`src/rtl/ram_sp_clr_pkg.sv`:
```
// Shared FSM encodings and lane-count helper for the clearable single-port RAM.
package ram_sp_clr_pkg;

  localparam logic [0:0] ST_IDLE  = 1'b0;
  localparam logic [0:0] ST_CLEAR = 1'b1;

  function automatic int lanes(input int dw);
    return dw / 8;
  endfunction

endpackage

```
`src/rtl/ram_clear_ctrl.sv`:
```
// Clear engine: walks every word address once after reset or a clr pulse, holding busy meanwhile.
// Counter is one bit wider than the address so the terminal compare is unambiguous.
module ram_clear_ctrl
  import ram_sp_clr_pkg::*;
#(
  parameter int AW = 8
) (
  input  logic          clk,
  input  logic          rst,
  input  logic          clr_i,
  output logic          busy_o,
  output logic          clr_we_o,
  output logic [AW-1:0] clr_addr_o
);

  localparam logic [AW:0] LAST = {1'b0, {AW{1'b1}}};

  logic [0:0] state_q, state_d;
  logic [AW:0] cnt_q, cnt_d;
  logic busy_q, busy_d;

  always_comb begin
    state_d = state_q;
    cnt_d   = cnt_q;
    busy_d  = busy_q;
    if (state_q == ST_CLEAR) begin
      cnt_d = cnt_q + 1'b1;
      if (cnt_q == LAST) begin
        state_d = ST_IDLE;
        busy_d  = 1'b0;
      end
    end else if (clr_i) begin
      state_d = ST_CLEAR;
      cnt_d   = '0;
      busy_d  = 1'b1;
    end
  end

  always_ff @(posedge clk) begin
    if (rst) begin
      state_q <= ST_CLEAR;
      cnt_q   <= '0;
      busy_q  <= 1'b1;
    end else begin
      state_q <= state_d;
      cnt_q   <= cnt_d;
      busy_q  <= busy_d;
    end
  end

  assign busy_o     = busy_q;
  assign clr_we_o   = (state_q == ST_CLEAR);
  assign clr_addr_o = cnt_q[AW-1:0];

endmodule

```
`src/rtl/ram_sp_clr.sv`:
```
// Single-port RAM with byte enables, read-valid strobe and hardware clear; read latency 1,
// or 2 when RAM_OUTREG_EN is defined. Accesses while busy or coinciding with clr are dropped.
module ram_sp_clr
  import ram_sp_clr_pkg::*;
#(
  parameter int AW = 8,
  parameter int DW = 16
) (
  input  logic              clk,
  input  logic              rst,
  input  logic              ce,
  input  logic              we,
  input  logic [DW/8-1:0]   be,
  input  logic [AW-1:0]     addr,
  input  logic [DW-1:0]     wdata,
  input  logic              clr,
  output logic [DW-1:0]     rdata,
  output logic              rvalid,
  output logic              busy
);

  localparam int NB    = lanes(DW);
  localparam int DEPTH = 1 << AW;

  logic [DW-1:0] mem_q [DEPTH];
  logic          clr_we;
  logic [AW-1:0] clr_addr;
  logic          acc, wr_acc, rd_acc;
  logic [DW-1:0] rdata_q;
  logic          rvalid_q;

  ram_clear_ctrl #(.AW(AW)) u_clear_ctrl (
    .clk        (clk),
    .rst        (rst),
    .clr_i      (clr),
    .busy_o     (busy),
    .clr_we_o   (clr_we),
    .clr_addr_o (clr_addr)
  );

  assign acc    = ce && !busy && !clr;
  assign wr_acc = acc && we;
  assign rd_acc = acc && !we;

  // The clear pass owns the write port; user writes cannot overlap it because busy gates them.
  always_ff @(posedge clk) begin
    if (!rst) begin
      if (clr_we) begin
        mem_q[clr_addr] <= '0;
      end else if (wr_acc) begin
        for (int i = 0; i < NB; i++) begin
          if (be[i]) mem_q[addr][8*i +: 8] <= wdata[8*i +: 8];
        end
      end
    end
  end

  always_ff @(posedge clk) begin
    if (rst) begin
      rdata_q  <= '0;
      rvalid_q <= 1'b0;
    end else begin
      rvalid_q <= rd_acc;
      if (rd_acc) rdata_q <= mem_q[addr];
    end
  end

`ifdef RAM_OUTREG_EN
  logic [DW-1:0] rdata2_q;
  logic          rvalid2_q;

  always_ff @(posedge clk) begin
    if (rst) begin
      rdata2_q  <= '0;
      rvalid2_q <= 1'b0;
    end else begin
      rvalid2_q <= rvalid_q;
      if (rvalid_q) rdata2_q <= rdata_q;
    end
  end

  assign rdata  = rdata2_q;
  assign rvalid = rvalid2_q;
`else
  assign rdata  = rdata_q;
  assign rvalid = rvalid_q;
`endif

endmodule

```
`config.mk`:
```
export PLATFORM = sky130hd
export DESIGN_NAME = ram_sp_clr
export DESIGN_NICKNAME = d
export VERILOG_FILES = /design/src/rtl/ram_sp_clr_pkg.sv /design/src/rtl/ram_clear_ctrl.sv /design/src/rtl/ram_sp_clr.sv
export SDC_FILE = /design/constraint.sdc
export NUM_CORES = 2
export LEC_CHECK = 0
export BUFFER_PORTS_ARGS = -buffer_cell sky130_fd_sc_hd__buf_2
export CAP_MARGIN = 20
export CORE_MARGIN = 5
export CORE_UTILIZATION = 46
export DETAILED_ROUTE_END_ITERATION = 6
export PLACE_DENSITY = 0.59
export SETUP_SLACK_MARGIN = 0.4
export SYNTH_ARGS = -nofsm -noshare
export SYNTH_HDL_FRONTEND = slang
export SYNTH_SLANG_ARGS = --single-unit
```
`constraint.sdc`:
```
create_clock -name clk -period 15.05 [get_ports clk]
set_input_delay 1.505 -clock clk [delete_from_list [all_inputs] [get_ports clk]]
set_output_delay 1.505 -clock clk [all_outputs]
set_load 0.005 [all_outputs]
```
==> impl_metrics.py <==
metrics = {
    "placement": {
        "port_buffers": 48,
        "post-place-ws_ns": 7.83,
        "place_congestion": 0.848,
        "placed_area_sq_um": 165000,
        "dpl.hpwl_microns": 243000,
    },
    "yosys": {
        "netlist.area_leader.share_pct": 76.9,
        "synth_cells": 7883,
        "synth_area_sq_um": 160000,
        "synth_nets": 7916,
        "synth_edf_count": 4096,
        "synthFlopType": "edfxtp_1",
        "ys_seq_area_share_pct": 77.2,
        "synth_top_area_cell": "edfxtp_1",
        "synth_cell_types": 62,
        "syn_area_per_cell_sq_um": 20.3,
        "async_flop_share_pct": 0,
        "yosys-top-cells-area": "edfxtp_1 (77%), mux4_2 (10%), mux2i_1 (3.9%), nor2_1 (1.4%), a22oi_1 (1.4%)",
        "yosys_register_bits": 4124,
        "ys.warnings.count": 0,
    },
    "sta": {
        "maxSlewViolCount": 0,
        "layout_setup_ws_ns": 8.87,
        "fin_setup_tns_ns": 0,
        "slew_headroom_pct": 18.9,
        "finClkSkew_ns": 0.0258,
        "tightest_slew_ns": 1.21,
        "finalCriticalPeriod_ns": 6.18,
        "grt_setup_unrepaired": "false",
        "hold_violations": 0,
        "fmax_mhz": 162,
        "setup_viol": 0,
        "finalCritPeriodShare_pct": 41.0,
    },
    "power_and_ir_drop": {
        "clock_power_share_pct": 43.5,
        "p_leak_nw": 56.1,
        "ir_drop_mv": 0.0878,
        "combPwrFrac_pct": 3.2,
        "powerDensity_nw_per_um2": 131,
        "p_switching_mw": 4.72,
        "power_frac_seq_pct": 53.3,
        "p_int_mw": 18.6,
        "p_sw_share_pct": 20.2,
    },
    "clocking": {
        "clkLatencyLatePin_ns": 0.94,
        "cts_hold_buf": 0,
        "clkSlewWorstSetupHoldPaths_ns": 0.06,
        "cts_tree": "built",
        "postCtsSetupRepairBufs": 0,
        "h-tree-depth": 5,
        "cts_max_path_buffers": 4,
        "cts-resized-gates": 0,
        "cts_root_buffer": "clkbuf_16",
        "cts_sinks": 4124,
        "cts_buffers": 404,
    },
    "global_routing": {
        "grt_max_degree": 209,
        "use_met2_pct": 35.2,
        "grt.overflow.total": 0,
        "busiest_layer": "met2",
        "grt_pass1_wl_microns": 587000,
        "antenna_found_initial": 32,
        "gr-usage-met3_pct": 4.05,
        "grt_pass1_vias": 79192,
        "grtUsageTotal_pct": 22.6,
        "grt_use_met1_pct": 32.9,
    },
    "outcome": {
        "status": "complete, no violations",
    },
    "cells_and_area": {
        "drive_gt1_share_pct": 20.4,
        "final_common_cell": "edfxtp_1",
        "area_delta_synth_final_pct": 11.7,
        "layout_common_cells": "edfxtp_1 (4,096), mux4_2 (738), mux2i_1 (623), nor2_1 (583), clkbuf_16 (414)",
        "register_area_sq_um": 124000,
        "fillers": 26787,
        "stdcell_area_sq_um": 179000,
        "nets": 7997,
        "multi_input_area_sq_um": 34200,
    },
    "setup_path": {
        "critPathLaunchType": "input port",
        "end_kind": "flip-flop",
        "required_ns": 15.83,
        "critPathArrivalTime_ns": 6.96,
        "critPathMaxFanout": 70,
        "worstSetupPathType": "input port to flip-flop",
    },
    "floorplan": {
        "core.rowCount": 216,
        "die_w_microns": 600,
        "dieHeight_microns": 600,
        "die_area_sq_um": 360000,
        "initial_utilization_pct": 46.2,
        "ios": 49,
        "core_area_sq_um": 346000,
    },
    "route": {
        "drt-total-wl_microns": 410000,
        "wire_per_inst_microns": 31.8,
        "vias": 78701,
        "first_pass_iters": 6,
        "via_per_inst": 6.11,
        "antenna_violating_nets_post_route": 0,
        "drt_iter0_drc": 9463,
        "drc": 0,
    },
    "job": {
        "cap_violations": 0,
    },
    "worst_hold_path": {
        "hold_path_class": "flip-flop to flip-flop",
    },
}
-- path summary, 6_finish.rpt --
kind                                         endpoint  depth (start not counted)  slack [ns]             startpoint
worst max-delay path                         rdata[5]                         11        8.87                addr[0]
worst min-delay path            u_clear_ctrl.cnt_q[8]                          3        0.58  u_clear_ctrl.cnt_q[8]
worst max register to register          mem_q[51][12]                          8       10.03    u_clear_ctrl.busy_o
worst min register to register  u_clear_ctrl.cnt_q[8]                          3        0.58  u_clear_ctrl.cnt_q[8]
-- registers in the layout, summed over array words and instances (netlist names) --
register and flops:
mem_q 4096, rdata 16, u_clear_ctrl.cnt_q 9, rvalid 1, u_clear_ctrl.busy_o 1, u_clear_ctrl.clr_we_o 1
-- worst max-delay path, stage by stage --
cell and delay, ns:
buf_12 0.34, buf_4 0.66, buf_4 0.69, buf_4 0.83, buf_4 0.81, mux4_2 0.59, mux2i_1 0.17, a221oi_1 0.14
and4_1 0.37, a32oi_1 0.37, o41ai_1 0.14
-- power by group through the flow --
stage | logic [mW] | registers (mW) | clock network (mW)
after floorplan | 0.480 | 12.7 | 0
after global placement | 0.740 | 12.7 | 0
after detailed placement | 0.744 | 12.7 | 0
after CTS | 0.746 | 12.4 | 10.3
after global routing | 0.781 | 12.4 | 10.8
final | 0.745 | 12.4 | 10.2
-- cells in the mapped netlist (19+ instances only) --
cell type,n
a2111oi_0,19
a211oi_1,28
a21oi_1,81
a22oi_1,290
and2_1,21
buf_1,81
buf_2,171
buf_6,25
clkbuf_1,260
dfxtp_1,28
edfxtp_1,4096
mux2_2,52
mux2i_1,623
mux4_2,738
nand2_1,74
nand2b_1,44
nand3_1,82
nand4_1,27
nor2_1,584
nor2_2,20
nor2b_1,26
nor3_1,28
o21ai_0,32
o221ai_1,133
o22ai_1,86
o31ai_1,43
or2_1,20
-- kinds of logic after synthesis --
logic type | share of synthesized area [%]
AOI/OAI and AO/OA | 3.68
xor gates and xnor gates | 0.0219
adders and majority gates | 0.0156
buffers and inverters | 1.56
DFF | 77.2
muxes | 14.7
and+or+nand+nor | 2.84
-- area by class of cell --
type | instances | share of cell area, %
well taps | 4578 | 3.21
clock inverters | 232 | 1.39
flip-flops and latches | 4124 | 69.2
clock buffers | 498 | 6.00
diodes | 20 | 0.0280
repair buffers | 221 | 1.04
inverters | 4 | 0.00840
multi-input cells | 3209 | 19.2
-- routing by layer --
metal | share of wire [%] | up-vias
met5 | 0.015 | -
met4 | 3.6 | 8
met3 | 8.4 | 596
met2 | 47 | 3403
met1 | 41 | 41853
li1 | - | 32841
-- metrics by stage --
stage,hold slack (ns),cells,utilization (%),power [mW]
2_1_floorplan,0.455,7883,-,13.2
3_3_place_gp,0.550,12118,47.7,13.4
3_5_place_dp,0.578,12129,47.7,13.4
4_1_cts,0.586,12859,51.6,23.5
5_1_grt,0.626,12883,51.6,24.0
6_report,0.582,12886,51.6,23.3
Power figures use the tool's default switching activity.
